`src/rtl/multi_channel_bus_timer.sv`:
```
`default_nettype none
// ============================================================================
// Module   : multi_channel_bus_timer
// Brief    : Shared prescaler feeding CHANNELS independent down-counting
//            timers, each with periodic/one-shot alarm and its own interrupt,
//            on a zero-wait-state peripheral bus.
//            Optional build macro TIMER_OVERRUN_EN adds a sticky CTRL bit4
//            overrun flag per channel.
// Revision : 1.0 - initial release
// ============================================================================
module multi_channel_bus_timer #(
    parameter int PRESCALE      = 50000,
    parameter int CHANNEL_BITS  = 2,
    parameter int COUNTER_WIDTH = 32
) (
    input  logic                          clock,
    input  logic                          resetN,
    input  logic                          busEnable,
    input  logic                          busWrite,
    input  logic [CHANNEL_BITS+3:2]       busAddress,
    input  logic [31:0]                   busWriteData,
    output logic [31:0]                   busReadData,
    output logic                          busWait,
    output logic [(1<<CHANNEL_BITS)-1:0]  interrupt
);

    localparam int          CHANNELS    = 1 << CHANNEL_BITS;
    localparam logic [15:0] c_prescale  = 16'(PRESCALE);
    localparam logic [1:0]  c_reg_ctrl  = 2'd0;
    localparam logic [1:0]  c_reg_div   = 2'd1;
    localparam logic [1:0]  c_reg_count = 2'd2;

    logic [15:0]             r_prescaler;
    logic [15:0]             w_prescaler_d;
    logic                    w_tick;
    logic                    w_bus_wr;
    logic [CHANNEL_BITS-1:0] w_ch;
    logic [1:0]              w_reg;
    logic [31:0]             w_rd [CHANNELS];

    assign w_bus_wr    = busEnable & busWrite;
    assign w_ch        = busAddress[CHANNEL_BITS+3:4];
    assign w_reg       = busAddress[3:2];
    assign w_tick      = (r_prescaler == 16'd1);
    assign busWait     = 1'b0;
    assign busReadData = w_rd[w_ch];

    // Prescaler next value: count down to 1, then reload
    always_comb begin
        w_prescaler_d = r_prescaler - 16'd1;
        if (w_tick) begin
            w_prescaler_d = c_prescale;
        end
    end

    // Free-running prescaler register
    always_ff @(posedge clock or negedge resetN) begin
        if (!resetN) begin
            r_prescaler <= c_prescale;
        end else begin
            r_prescaler <= w_prescaler_d;
        end
    end

    for (genvar gi = 0; gi < CHANNELS; gi++) begin : g_ch
        logic [COUNTER_WIDTH-1:0] r_div;
        logic [COUNTER_WIDTH-1:0] r_count;
        logic [COUNTER_WIDTH-1:0] w_div_d;
        logic [COUNTER_WIDTH-1:0] w_count_d;
        logic                     r_alarm, r_ie, r_oneshot, r_run;
        logic                     w_alarm_d, w_ie_d, w_oneshot_d, w_run_d;
        logic                     w_hit, w_wr_ctrl, w_wr_div, w_expire;
        logic                     w_ovr;
        logic [31:0]              w_div_rd, w_count_rd, w_sel_rd;

        assign w_hit     = w_bus_wr && (w_ch == CHANNEL_BITS'(gi));
        assign w_wr_ctrl = w_hit && (w_reg == c_reg_ctrl);
        assign w_wr_div  = w_hit && (w_reg == c_reg_div);
        // A divisor write swallows any tick landing in the same cycle
        assign w_expire  = w_tick && r_run && (r_count == COUNTER_WIDTH'(1)) && !w_wr_div;

        // Next-state for counter and control bits; CTRL writes beat expiry
        always_comb begin
            w_div_d     = r_div;
            w_count_d   = r_count;
            w_alarm_d   = r_alarm;
            w_ie_d      = r_ie;
            w_oneshot_d = r_oneshot;
            w_run_d     = r_run;
            if (w_wr_div) begin
                w_div_d   = busWriteData[COUNTER_WIDTH-1:0];
                w_count_d = busWriteData[COUNTER_WIDTH-1:0];
            end else if (w_tick && r_run) begin
                // Divisor 0 reaches all-ones via natural wrap on decrement
                if (w_expire) begin
                    w_count_d = r_div;
                end else begin
                    w_count_d = r_count - COUNTER_WIDTH'(1);
                end
            end
            if (w_wr_ctrl) begin
                w_alarm_d   = busWriteData[0];
                w_ie_d      = busWriteData[1];
                w_oneshot_d = busWriteData[2];
                w_run_d     = busWriteData[3];
            end else if (w_expire) begin
                w_alarm_d = 1'b1;
                if (r_oneshot) begin
                    w_run_d = 1'b0;
                end
            end
        end

        // Channel state registers
        always_ff @(posedge clock or negedge resetN) begin
            if (!resetN) begin
                r_div     <= '1;
                r_count   <= '1;
                r_alarm   <= 1'b0;
                r_ie      <= 1'b0;
                r_oneshot <= 1'b0;
                r_run     <= 1'b1;
            end else begin
                r_div     <= w_div_d;
                r_count   <= w_count_d;
                r_alarm   <= w_alarm_d;
                r_ie      <= w_ie_d;
                r_oneshot <= w_oneshot_d;
                r_run     <= w_run_d;
            end
        end

`ifdef TIMER_OVERRUN_EN
        logic r_ovr;
        logic w_ovr_d;

        // Sticky overrun: expiry while alarm still pending; only a bit4=0 write clears
        always_comb begin
            w_ovr_d = r_ovr | (w_expire & r_alarm);
            if (w_wr_ctrl && !busWriteData[4]) begin
                w_ovr_d = 1'b0;
            end
        end

        // Overrun flag register
        always_ff @(posedge clock or negedge resetN) begin
            if (!resetN) begin
                r_ovr <= 1'b0;
            end else begin
                r_ovr <= w_ovr_d;
            end
        end

        assign w_ovr = r_ovr;
`else
        assign w_ovr = 1'b0;
`endif

        // Zero-extend divisor and count onto the 32-bit bus
        always_comb begin
            w_div_rd                     = '0;
            w_count_rd                   = '0;
            w_div_rd[COUNTER_WIDTH-1:0]  = r_div;
            w_count_rd[COUNTER_WIDTH-1:0] = r_count;
        end

        // Per-channel register select for reads
        always_comb begin
            w_sel_rd = 32'd0;
            case (w_reg)
                c_reg_ctrl:  w_sel_rd = {27'd0, w_ovr, r_run, r_oneshot, r_ie, r_alarm};
                c_reg_div:   w_sel_rd = w_div_rd;
                c_reg_count: w_sel_rd = w_count_rd;
                default:     w_sel_rd = 32'd0;
            endcase
        end

        assign w_rd[gi]      = w_sel_rd;
        assign interrupt[gi] = r_ie & r_alarm;
    end

endmodule
`default_nettype wire

```
`config.mk`:
```
export PLATFORM = sky130hd
export DESIGN_NAME = multi_channel_bus_timer
export DESIGN_NICKNAME = d
export VERILOG_FILES = /design/src/rtl/multi_channel_bus_timer.sv
export SDC_FILE = /design/constraint.sdc
export NUM_CORES = 1
export LEC_CHECK = 0
export CORE_ASPECT_RATIO = 0.8
export CORE_MARGIN = 2
export CORE_UTILIZATION = 40
export DETAILED_ROUTE_END_ITERATION = 8
export PLACE_DENSITY = 0.65
export SKIP_LAST_GASP = 1
export SLEW_MARGIN = 20
export SYNTH_ARGS = -nofsm -noshare
export SYNTH_HDL_FRONTEND = slang
export SYNTH_SLANG_ARGS = --single-unit
```
`constraint.sdc`:
```
create_clock -name clock -period 2.58 [get_ports clock]
set_clock_uncertainty 0.05 [all_clocks]
set_input_delay 0.258 -clock clock [delete_from_list [all_inputs] [get_ports clock]]
set_output_delay 0.258 -clock clock [all_outputs]
set_load 0.01 [all_outputs]
```
==> impl_summary.md <==
Cells and area
The final instance count without filler cells is 3,205. The design area is 24,700 um^2. The area growth from synthesis to layout is 34.0%. The share of layout cells above drive strength 1 is 34.4%. After the last flow step, the layout net total stands at 2,615. The library cell used most frequently in the layout, excluding fill and tap cells, is sky130_fd_sc_hd__nand2_1. The top cell types in the final layout, fill and taps aside, are sky130_fd_sc_hd__nand2_1 (486), sky130_fd_sc_hd__buf_4 (342), sky130_fd_sc_hd__dfstp_2 (266), sky130_fd_sc_hd__nor2_1 (168), sky130_fd_sc_hd__o21ai_0 (103). The number of inserted diodes is 0. The layout filler cell count is 4,121.

In the final layout, the multi-input gates occupy 10,700 um^2. The register cell area after layout is 7540 um^2.

Clocking
The maximum root-to-sink buffer count is 3. The H-tree was split into 2 levels. TritonCTS created 36 clock buffers. Clock-pin slew was measured on the worst setup and hold paths at 0.06 ns. The TritonCTS clock tree is yes. The tree built by TritonCTS fans out to 288 sinks.

Clock tree synthesis selected as its root buffer the cell sky130_fd_sc_hd__clkbuf_16. The clock reaches the later pin of the worst-skew pair after 0.55 ns.

Run status
The flow ran to the end, but the final reports show violations. The checks that failed: negative setup slack.

Detailed routing
The count of unresolved DRC violations after routing is 0. The post-detailed-route count of antenna-violating nets is 0. In the final routed layout, each cell accounts on average for 25.8 um. The aggregate routed wire length is 82,800 um.

The first detailed-routing pass ran for 7 iterations. The routed via count divided by cell count is 6.36. The vias after detailed routing is 20,400.

The number of violations reported at the end of detailed-routing iteration 0 is 2,756.

STA
The max-slew violation total from the final report is 0. For the finished layout, the period the worst path requires is 2.72 ns. Setup violations remaining at the end of the flow were counted as 24.

The worst hold margin is 0.302 ns. The part of the cycle the worst path needs is 105%. The number of failing hold endpoints at the final stage came to 0. The tightest slew margin relative to the limit is 44.3%. Once routing completed, OpenROAD measured the worst setup slack at -0.137 ns. The transition time of the tightest slew-check pin is 0.833 ns.

Setup repair after global routing could not meet its margin everywhere. The maximum clock frequency is 368 MHz.

Synth
The register bit total from synthesis is 288. The post-synthesis cell type with the largest combined area is sky130_fd_sc_hd__dfstp_2. The share of the Yosys chip area taken by registers is 41.0%. The async set-or-reset flop fraction in the synthesized netlist is 100%. The average instance in the mapped netlist occupies 8.26 um^2. In the synthesized netlist the dominant register cell turns out to be sky130_fd_sc_hd__dfstp_2.

The area fraction of the dominant cell type after synthesis is 38.0%. Synthesis produced a netlist with a net count of 2,277. During synthesis, Yosys emitted a total of 0 warnings.

By area the synthesized netlist is led by sky130_fd_sc_hd__dfstp_2 (38%), sky130_fd_sc_hd__nand2_1 (10%), sky130_fd_sc_hd__a221oi_1 (5.4%), sky130_fd_sc_hd__nor2_1 (3.5%), sky130_fd_sc_hd__o21ai_0 (3.2%). The number of flops mapped to enable cells by yosys is 0. In this run, distinct cell masters in the synthesized netlist total 87. The summed instance area of the synthesized netlist is 18,400 um^2. Synthesis produced a netlist whose cell count is 2,227.

Die
The effective utilization at floorplan is 40.4%. The floorplan step defined a die boundary enclosing 47,700 um^2. The die is 196 um tall. From left edge to right edge, the die measures 244 um. The number of rows created at floorplan is 70.

The core footprint is 45,500 um^2. 77 I/O pins were placed.

Global routing
The initial antenna violation count was 3. In the global route stage, overall resource usage came out at 33.5%. The number of global-route vias before repair came to 19,300. The total grt overflow is 0. The first global-routing pass estimated 122,000 um of wire. The maximum number of pins on one net before global-route repair is 71.

Worst setup path
The data required time at the worst endpoint is 3.01 ns. The signal on the critical path passes through or4_4, or4_4, buf_6, nor4_4, buf_4, buf_6, buf_6, nand3_2, and3_4, a21oi_2. In this run the number of cells on the critical path is 10. Of all nets on the critical path, the largest fanout is 4.

On the worst path, the slowest cell contributes a delay of 0.55 ns. In this design, the largest share of critical-path delay is due to simple AND/OR/NAND/NOR gates. By startpoint and endpoint, the worst setup path is classified as reg -> reg.

The critical path launch point type is a flop. The library cell appearing most often on the critical path is sky130_fd_sc_hd__buf_6. Data arrives at the worst endpoint at 3.14 ns. Together, buffers and inverters on the worst path number 4. Among all stages on the critical path, the largest delay is contributed by sky130_fd_sc_hd__or4_4. The endpoint type of the worst setup path is a flop.

The number of cells on the worst reg-to-reg path is 10.

Placement
The final RePlAce weighted congestion is 1.00. In this run the tool buffered the top-level ports with 75 buffer cells. The placed wire-length estimate is 59,500 um. The area of placed instances is 22,200 um^2.

Once placement completed, the tool counted placed cells totaling 3,093.

Power and ir drop
The power per unit of standard cell area is 605 nW/um^2. The static leakage power is 0.0101 uW. The largest vdd supply drop is 0.622 mV.

Job
Max-cap violations in this run came to 0.

Min path
The min-delay analysis places its worst path in the category in -> async.
==> cell usage after synthesis (10+ instances only) <==
| library cell | instances |
|---|---|
| sky130_fd_sc_hd__o31ai_1 | 37 |
| sky130_fd_sc_hd__nor4_1 | 43 |
| sky130_fd_sc_hd__xnor2_1 | 13 |
| sky130_fd_sc_hd__a21oi_1 | 100 |
| sky130_fd_sc_hd__and3_1 | 18 |
| sky130_fd_sc_hd__a31oi_1 | 39 |
| sky130_fd_sc_hd__a21o_1 | 15 |
| sky130_fd_sc_hd__nor2_1 | 171 |
| sky130_fd_sc_hd__buf_2 | 18 |
| sky130_fd_sc_hd__a22oi_1 | 16 |
| sky130_fd_sc_hd__mux2_2 | 17 |
| sky130_fd_sc_hd__o211ai_1 | 22 |
| sky130_fd_sc_hd__nand2_1 | 497 |
| sky130_fd_sc_hd__nand4_1 | 22 |
| sky130_fd_sc_hd__nor3_1 | 84 |
| sky130_fd_sc_hd__nand3_1 | 57 |
| sky130_fd_sc_hd__o21ai_0 | 116 |
| sky130_fd_sc_hd__o22a_1 | 14 |
| sky130_fd_sc_hd__inv_1 | 34 |
| sky130_fd_sc_hd__a211oi_1 | 24 |
| sky130_fd_sc_hd__o21a_1 | 12 |
| sky130_fd_sc_hd__clkbuf_1 | 127 |
| sky130_fd_sc_hd__and2_1 | 19 |
| sky130_fd_sc_hd__a2bb2oi_1 | 10 |
| sky130_fd_sc_hd__mux2i_1 | 29 |
| sky130_fd_sc_hd__or3_1 | 28 |
| sky130_fd_sc_hd__buf_1 | 20 |
| sky130_fd_sc_hd__a221oi_1 | 113 |
| sky130_fd_sc_hd__ha_1 | 10 |
| sky130_fd_sc_hd__dfstp_2 | 266 |
| sky130_fd_sc_hd__dfrtp_1 | 22 |
| sky130_fd_sc_hd__or4_1 | 19 |
==> through the flow <==
stage                     setup TNS, ns  setup slack (ns)  total power [uW]  util, %
after floorplan                       0           0.00958              7700        -
after global placement           -34.36            -0.718              9200     48.7
after detailed placement         -40.64            -0.721              9270     48.7
after CTS                         -1.36            -0.148             14700     52.3
after global routing              -3.10            -0.166             15400     54.1
final                             -1.90            -0.137             14900     54.1
==> state kept, by name, summed over array words and instances (netlist names) <==
name,count
g_ch.r_div,128
g_ch.r_oneshot,4
g_ch.r_alarm,4
g_ch.r_ie,4
g_ch.r_count,128
g_ch.r_run,4
r_prescaler,16
==> worst reg2reg max path, cell delays in order (launching register included) <==
cell and delay, ns:
sky130_fd_sc_hd__dfstp_2 0.37, sky130_fd_sc_hd__or4_4 0.55, sky130_fd_sc_hd__or4_4 0.47, sky130_fd_sc_hd__buf_6 0.15, sky130_fd_sc_hd__nor4_4 0.26, sky130_fd_sc_hd__buf_4 0.20, sky130_fd_sc_hd__buf_6 0.15, sky130_fd_sc_hd__buf_6 0.13
sky130_fd_sc_hd__nand3_2 0.07, sky130_fd_sc_hd__and3_4 0.17, sky130_fd_sc_hd__a21oi_2 0.10
==> layout make-up <==
class	count	area share (%)
sequential	288	30.6
inverter	35	0.548
tap	612	3.11
multi-input combinational	1725	43.3
clock buffer	55	4.40
timing repair buffer	479	17.4
clock inverter	11	0.609
==> layer usage <==
metal  track usage (%)  vias up  wire [um]
li1                  -     8924          -
met1              49.1     9965      35800
met2              45.4     1286      32600
met3              10.2      210      10500
met4              13.5        8       3810
met5                 0        -         52
==> path summary, 6_finish.rpt <==
kind	from	to	slack, ns
max	g_ch[0].r_count[27]	g_ch[0].r_count[8]	-0.14
min	resetN	r_prescaler[5]	0.30
max reg2reg	g_ch[0].r_count[27]	g_ch[0].r_count[8]	-0.14
min reg2reg	g_ch[1].r_div[13]	g_ch[1].r_div[13]	0.42
max in group asynchronous	resetN	g_ch[1].r_count[20]	1.34
min in group clock	busWriteData[26]	g_ch[1].r_div[26]	0.37
==> logic make-up (layout without fill, tap and decap cells) <==
family	after synthesis	after routing	share of synthesized area [%]
buf+inv	214	580	4.77
simple gates	1028	1028	26.0
mux	51	51	3.19
compound gates	613	613	23.3
flops	288	288	41.0
other cells	1	1	0.0204
fa+ha+maj	10	10	0.680
xor+xnor	22	22	1.05
==> power by group <==
group	internal [uW]	switching, uW
registers	5690	826
clock network	3210	2160
logic	1310	1710
total	10200	4700
==> repair_timing <==
| item | 4_1_cts | 5_1_grt |
|---|---|---|
| hold buffers | 1 | 0 |
| endpoints found under the hold margin | 3 | 0 |
| pin swaps | 22 | 60 |
| cloned | 3 | 4 |
| endpoints found under the setup margin | 119 | 111 |
| setup buffers | 10 | 33 |
| gates resized for setup | 96 | 126 |
Power figures use the tool's default switching activity.
==> RTL change, RTL diff (same flow settings) <==
The option `TIMER_OVERRUN_EN` is turned on by a define.
--- a/src/rtl/multi_channel_bus_timer.sv
+++ b/src/rtl/multi_channel_bus_timer.sv
@@ -8,6 +8,8 @@
 //            overrun flag per channel.
 // Revision : 1.0 - initial release
 // ============================================================================
+`define TIMER_OVERRUN_EN
+
 module multi_channel_bus_timer #(
     parameter int PRESCALE      = 50000,
     parameter int CHANNEL_BITS  = 2,
Function: same outputs for any inputs over 4 cycles, from zero or initial values and one cycle with resetN low; that may be too few to reach the edited logic, so the function may still have changed.
==> RTL change against the unedited design <==
The flow still finishes with violations (negative setup slack); sequential power is 7.1% higher; die area is 0.46% higher; setup slack better by 0.018 ns; combinational power is 14% higher; non-clock buffer count is 22 lower; hold slack worse by 0.30 ns; routed wire length is 3.0% higher; register-to-register slack better by 0.13 ns; sequential cell count is 4 higher; count of clock-buffer cells in the layout is 2 higher; power is 6.2% higher; design area is 0.25% lower; area after synthesis is 0.46% higher; critical endpoint is now busReadData[9]; largest cell class unchanged.
==> RTL change: results <==
metrics = {
    "run_status": {
        "outcome": "finished with violations",
        "failed_checks": "negative setup slack",
    },
    "cells_and_area": {
        "design.seq.count": 292,
        "num-nets-final": 2554,
        "non_clock_buffer_count": 457,
        "n_multi_input_combinational_cell": 1694,
    },
    "cts": {
        "cts_inserted_buffers": 38,
    },
    "sta": {
        "final_critical_path_setup_slack_ns": -0.119,
        "setup_viol_count_final": 2,
        "worst-slew-pin-transition_ns": 0.818,
    },
    "setup_path": {
        "regToRegStartpoint": "r_prescaler[5]",
        "timing.reg2reg.setup_slack_ns": -0.01,
        "critical_path.top_delay_family": "buffers and inverters",
        "r2r.worst_path.cells": 8,
    },
    "power_and_ir_drop": {
        "post_layout_power_uw": 15800,
        "powerComb_uw": 3440,
    },
    "global_route": {
        "grt_util_met1": 0.498,
        "maximum_number_of_pins_on_one_net_before_global_route_repair": 72,
        "grt_use_met2": 0.501,
    },
    "die": {
        "design.die.area_um2": 47900,
    },
    "synthesis": {
        "synth_xor_xnor_area_share": 0.0209,
        "synth_mux_area_frac": 0.0456,
    },
    "route": {
        "route.layer.met1.wl_um": 35800,
        "met3RoutedLength_um": 10100,
    },
    "place": {
        "dp.final_hpwl_um": 63700,
    },
}
-- RTL change: worst min-delay path by stage --
stage | end | from | cells after the start
6_report | g_ch[2].r_div[16] | resetN | 1
3_5_place_dp | g_ch[1].r_div[9] | g_ch[1].r_div[9] | 2
5_1_grt | g_ch[2].r_div[16] | resetN | 1
4_1_cts | g_ch[2].r_div[11] | resetN | 1
3_3_place_gp | g_ch[0].r_div[0] | g_ch[0].r_div[0] | 2
2_1_floorplan | g_ch[0].r_alarm | resetN | 0
-- RTL change: per-stage QoR --
| stage | hold slack, ns | TNS, ns | setup WS [ns] |
|---|---|---|---|
| after floorplan | -0.0876 | 0 | 0.0184 |
| after global placement | 0.402 | -12.48 | -0.304 |
| after detailed placement | 0.409 | -14.42 | -0.322 |
| after CTS | 0.00498 | -1.65 | -0.251 |
| after global routing | 0.0616 | -0.772 | -0.155 |
| final | 0.00316 | -0.128 | -0.119 |
